`src/rtl/cipher_share_collector.sv`:
```
// Deserialises the bit-serial cipher shares of the threshold SIMON datapath into blocks with a one-deep output buffer.
// Build option COLLECTOR_KEEP_SHARES_EN keeps the two shares apart (out_data = share A, out_data_b = share B).
module cipher_share_collector #(
  parameter int BLOCK_BITS = 128,
  parameter int CNT_W      = 7
) (
  input  logic                  clk,
  input  logic                  rst,
  input  logic                  bit_valid,
  input  logic                  block_start,
  input  logic                  share_a_bit,
  input  logic                  share_b_bit,
  input  logic                  out_ready,
  input  logic                  clr_overrun,
  output logic                  out_valid,
  output logic [BLOCK_BITS-1:0] out_data,
`ifdef COLLECTOR_KEEP_SHARES_EN
  output logic [BLOCK_BITS-1:0] out_data_b,
`endif
  output logic                  overrun,
  output logic [CNT_W-1:0]      bit_count
);

  // out_valid/out_ready: a block transfers on every edge where both are high. Once raised,
  // out_valid stays high and out_data stays stable until that transfer happens.
  typedef enum logic {EMPTY = 1'b0, FULL = 1'b1} state_e;

  state_e                state_q, state_d;
  logic [CNT_W-1:0]      cnt_q, cnt_d;
  logic [BLOCK_BITS-1:0] sr_a_q, sr_a_d, cand_a, data_a_q;
  logic                  overrun_q, overrun_d;
  logic                  lane_a_bit;
  logic                  completion, handshake, load, drop;

`ifdef COLLECTOR_KEEP_SHARES_EN
  logic [BLOCK_BITS-1:0] sr_b_q, sr_b_d, cand_b, data_b_q;
  assign lane_a_bit = share_a_bit;
  assign cand_b     = {share_b_bit, sr_b_q[BLOCK_BITS-1:1]};
  assign sr_b_d     = bit_valid ? cand_b : sr_b_q;
  assign out_data_b = data_b_q;
`else
  assign lane_a_bit = share_a_bit ^ share_b_bit;
`endif

  assign cand_a     = {lane_a_bit, sr_a_q[BLOCK_BITS-1:1]};
  assign sr_a_d     = bit_valid ? cand_a : sr_a_q;
  assign completion = bit_valid & ~block_start & (cnt_q == CNT_W'(BLOCK_BITS - 1));
  assign handshake  = (state_q == FULL) & out_ready;

  always_comb begin
    cnt_d = cnt_q;
    if (block_start)     cnt_d = bit_valid ? CNT_W'(1) : '0;
    else if (completion) cnt_d = '0;
    else if (bit_valid)  cnt_d = cnt_q + CNT_W'(1);
  end

  // Holding-register FSM: state register
  always_ff @(posedge clk) begin
    if (rst) state_q <= EMPTY;
    else     state_q <= state_d;
  end

  // Holding-register FSM: next state
  always_comb begin
    state_d = state_q;
    case (state_q)
      EMPTY:   if (completion) state_d = FULL;
      FULL:    if (handshake && !completion) state_d = EMPTY;
      default: state_d = EMPTY;
    endcase
  end

  // Holding-register FSM: outputs and load/drop decisions
  always_comb begin
    out_valid = (state_q == FULL);
    load      = completion & ((state_q == EMPTY) | out_ready);
    drop      = completion & (state_q == FULL) & ~out_ready;
    overrun_d = overrun_q;
    if (drop)             overrun_d = 1'b1;
    else if (clr_overrun) overrun_d = 1'b0;
  end

  always_ff @(posedge clk) begin
    if (rst) begin
      cnt_q     <= '0;
      sr_a_q    <= '0;
      data_a_q  <= '0;
      overrun_q <= 1'b0;
    end else begin
      cnt_q     <= cnt_d;
      sr_a_q    <= sr_a_d;
      overrun_q <= overrun_d;
      if (load) data_a_q <= cand_a;
    end
  end

`ifdef COLLECTOR_KEEP_SHARES_EN
  always_ff @(posedge clk) begin
    if (rst) begin
      sr_b_q   <= '0;
      data_b_q <= '0;
    end else begin
      sr_b_q <= sr_b_d;
      if (load) data_b_q <= cand_b;
    end
  end
`endif

  assign out_data  = data_a_q;
  assign overrun   = overrun_q;
  assign bit_count = cnt_q;

endmodule

```
`config.mk`:
```
export PLATFORM = sky130hd
export DESIGN_NAME = cipher_share_collector
export DESIGN_NICKNAME = d
export VERILOG_FILES = /design/src/rtl/cipher_share_collector.sv
export SDC_FILE = /design/constraint.sdc
export NUM_CORES = 1
export LEC_CHECK = 0
export ABC_AREA = 1
export CAP_MARGIN = 40
export CELL_PAD_IN_SITES_DETAIL_PLACEMENT = 2
export CELL_PAD_IN_SITES_GLOBAL_PLACEMENT = 2
export CORE_ASPECT_RATIO = 0.8
export CORE_MARGIN = 1
export CORE_UTILIZATION = 35
export DETAILED_ROUTE_END_ITERATION = 8
export DONT_BUFFER_PORTS = 1
export PLACE_DENSITY = 0.79
export SYNTH_ARGS = -nofsm -noshare
export SYNTH_HDL_FRONTEND = slang
export SYNTH_SLANG_ARGS = --single-unit
```
`constraint.sdc`:
```
create_clock -name clk -period 1.95 [get_ports clk]
set_input_delay 0.195 -clock clk [delete_from_list [all_inputs] [get_ports clk]]
set_output_delay 0.195 -clock clk [all_outputs]
set_load 0.01 [all_outputs]
```
# Yosys cells after proc, flatten, opt, wreduce, memory -nomap -nowiden
# Index checks and enable logic that the tools add are counted.
# totals
ff_bits	265
input_bits	8
output_inout_bits	137
elab_cells	31
# classes
add_sub_neg	1
eq_ne	1
muxes	9
bitwise_logic	11
n_reduce_logical	4
# op_table
op	count
two-way mux 7 bit	3
adder 7 x 1 -> 7 bit (second input constant)	1
== test 7 bit (second input constant)	1
AND 1 bit	6
two-way mux 1 bit	5
NOT 1 bit	3
nonzero test 3 bit	1
one-hot mux 1 bit (2 select lines)	1
nonzero test 2 bit	1
logical AND 1 bit	1
logical NOT 1 bit	1
OR 1 bit	1
XOR 1 bit	1

# Depth between registers and ports, before layout
# depth
depth_word	7
mapped_depth	9
mapped_depth_nobuf	7

# Least setup slack after synthesis
# Ideal clock, no wire load.
# synth_path
kind	register -> register
start	register cnt_q[1] (netlist: bit_count[1])
end	register data_a_q[10] (netlist: out_data[10])
setup_time_ps	113
arrival_ps	1451
required_time_ps	1837
slack_ps	386
path_stages_with_launch	9
n_path_buf	2
period_less_slack_ps	1564
path_cell_list	dfxtp_1 ha_1 nand3_2 nor2_2 nand3_2 buf_2 buf_2 nor2_1 nor2_1
# synth_between
elab_chain_len	3
# synth_rtl
element	line	source
start: declaration	29	logic [CNT_W-1:0] cnt_q, cnt_d;
start signal: assignment	90	cnt_q <= cnt_d;
== test 7 bit	47	assign completion = bit_valid & ~block_start & (cnt_q == CNT_W'(BLOCK_BITS - 1));
AND 1 bit	47	
AND 1 bit	76	load = completion & ((state_q == EMPTY) | out_ready);
end signal: assignment	93	if (load) data_a_q <= cand_a;
end: declaration	30	logic [BLOCK_BITS-1:0] sr_a_q, sr_a_d, cand_a, data_a_q;
# No other way between the ends.
# A chain may end at the register's enable or synchronous reset.

# Worst setup path after layout
# layout_path
start	register cnt_q[0] (netlist: bit_count[0])
end	register data_a_q[56] (netlist: out_data[56])
# The elaborated chain is that of the path after synthesis.

==> run metrics <==
status=complete, no violations; WL final=27.4 mm; Final Power=11.5 mW; Layout area overhead=12.1%; WHS=48.9 ps; post-route minimum period=1790 ps; crit path max fanout=117; Iter 0 DRT Violations=332; initial antenna violation count=0; Max Clk Rate=557 MHz; Placed Instances=1720; Critical-path top delay cell=dfxtp_1; Layout Skew=5.72 ps; Ys Warns=0; Fill cells=3286; crit path launch type=flop; worst hold stages=2; total CTS buffers=29; commonest non-fill, non-tap cell in the layout=nor2_1; final worst slack=156 ps; die area=29300 µm²; Place WS=206 ps; max-cap viol count=0; WL per Instance=15.4 µm; Clock Sink Count=264; Hold WC Path Type=in2reg; Mapped Area=10000 µm²; Max VDD drop=0.584 mV; num rows=54; Power Dens Cells=1020 nW/µm²; Slew Viols, Final=0; setup TNS=0 ps; syn_nets=1437; antenna viol nets, final=0; Mapped Cells=1428; register-to-register setup slack=160 ps; Vias=8422; Total Routing Usage GR=18.8%; Top Ports=145; worst rel slew slack=56.3%; CTS tree=built; Min-Delay Endpoint=sr_a_q[126]; Worst Setup End Kind=flop; vias in the first global route=9241; IO buf count=0; vias per cell=4.73; total gr overflow=0; CP max stage delay=340 ps; worst reg2reg path startpoint=bit_count[0]; CP Cell Sequence=ha_1 -> nand3_2 -> nor2_2 -> nand3_4 -> buf_12 -> nor2_1 -> nor2_1; DP HPWL=16.1 mm; die width=191 µm; min-delay src=bit_valid; CP Class=reg2reg; Routability Congestion=0.715; H-tree Lvls=1; Seq/Total Area, Yosys=52.9%; Syn Area/Cell=7.00 µm²; first-pass GRT wire length=45.8 mm; worst slew pin tran=656 ps; Yosys cell types=17; r2r endpoint=out_data[56]; layout cells sized above 1=4.45%; flops & latches, synth=264; worst r2r path cells=7; most frequent cells in the layout=nor2_1 (515), nand2_1 (271), dfxtp_1 (264), inv_1 (138), o21ai_0 (131); Worst-path clk slew=60 ps; drt drc=0; core region area=27600 µm²; Ant. Diodes=0; clk_lat worst skew=530 ps; crit path DAT=2210 ps; Max clock buf depth=3; Final setup viols=0; P_leak=5.60 nW; Chip Height=153 µm; RSZ-0062 raised after global routing=no; Final period util=92.0%; most used cell, CP=nor2_1; Total Nets Final=1404; clk root buf=clkbuf_16; DR pass1 iterations=4; Critical Path RT=2370 ps; initial core utilization=36.2%; largest net degree at the start of global routing=130; Hold Fails Final Rpt=0; non-filler cells, final=1779
-- per-layer routing --
layer	global-route usage (%)	up-vias	part of all wire, %
met2	33.4	105	48
met1	22.3	4085	45
met3	4.71	40	5.3
met5	0	-	0
met4	4.46	0	2.0
li1	-	4192	-
-- what timing repair did --
item | 4_1_cts | 5_1_grt
resized for setup | 0 | 0
setup buffers | 0 | 0
hold buffers | 8 | 0
endpoints found under the hold margin | 159 | 0
-- sequential cells by signal, summed over array words and instances (netlist names) --
register,count
bit_count,7
out_data,128
sr_a_q,127
overrun,1
out_valid,1
-- area by class of cell --
| class | count | area (µm²) | share of cell area, % |
|---|---|---|---|
| Clock buffer | 41 | 811 | 7.23 |
| Multi-Input combinational cell | 939 | 3760 | 33.5 |
| Inverter | 140 | 533 | 4.75 |
| Timing Repair Buffer | 21 | 270 | 2.41 |
| Tap cell | 364 | 455 | 4.06 |
| Sequential cell | 264 | 5290 | 47.1 |
| Clock inverter | 10 | 100 | 0.893 |
-- worst max-delay path: cells and delay by family, from the launching register on --
kind / cells / cell delay, ps
AND/OR/NAND/NOR: 5 / 780
buffers and inverters: 1 / 250
flip-flops: 1 / 340
adder cells (fa/ha/maj): 1 / 220
-- how the worst max path moves through the flow --
stage | to | startpoint | slack [ps]
detailed placement | out_data[121] | bit_count[0] | 210
finish | out_data[56] | bit_count[0] | 160
global route | out_data[33] | bit_count[0] | 70
CTS | out_data[56] | bit_count[0] | 160
global placement | out_data[7] | bit_count[0] | 280
floorplan | out_data[10] | bit_count[1] | 390
-- cell families (layout without fill, tap and decap cells) --
| family | after synthesis | after routing | share of synthesized area, % |
|---|---|---|---|
| and+or+nand+nor | 793 | 793 | 30.0 |
| DFF | 264 | 264 | 52.9 |
| buffers and inverters | 225 | 212 | 9.64 |
| AOI/OAI and AO/OA | 142 | 142 | 7.13 |
| xor gates and xnor gates | 3 | 3 | 0.263 |
| adders and majority gates | 1 | 1 | 0.125 |
-- synthesized netlist by cell type (all sizes together) --
library cell	n	area, µm²
nor2	516	1940
xor2	2	17.5
ha	1	12.5
nand3	5	35.0
o21bai	1	7.51
o21ai	131	656
inv	140	526
a21oi	10	50.1
nand2	271	1020
xnor2	1	8.76
or2	1	6.26
buf	30	231
dfxtp	264	5290
clkbuf	55	206
-- per-stage QoR --
stage | util [%] | instance area (µm²)
after global routing | 40.6 | 11200
after global placement | 36.9 | 10200
after CTS | 40.6 | 11200
final | 40.6 | 11200
after floorplan | - | 10000
after detailed placement | 36.9 | 10200
-- power by group --
| part | internal, mW | switching (mW) | total (mW) |
|---|---|---|---|
| clock | 3.13 | 2.15 | 5.29 |
| combinational | 0.150 | 0.322 | 0.472 |
| sequential | 5.56 | 0.131 | 5.69 |
Power figures use the tool's default switching activity.
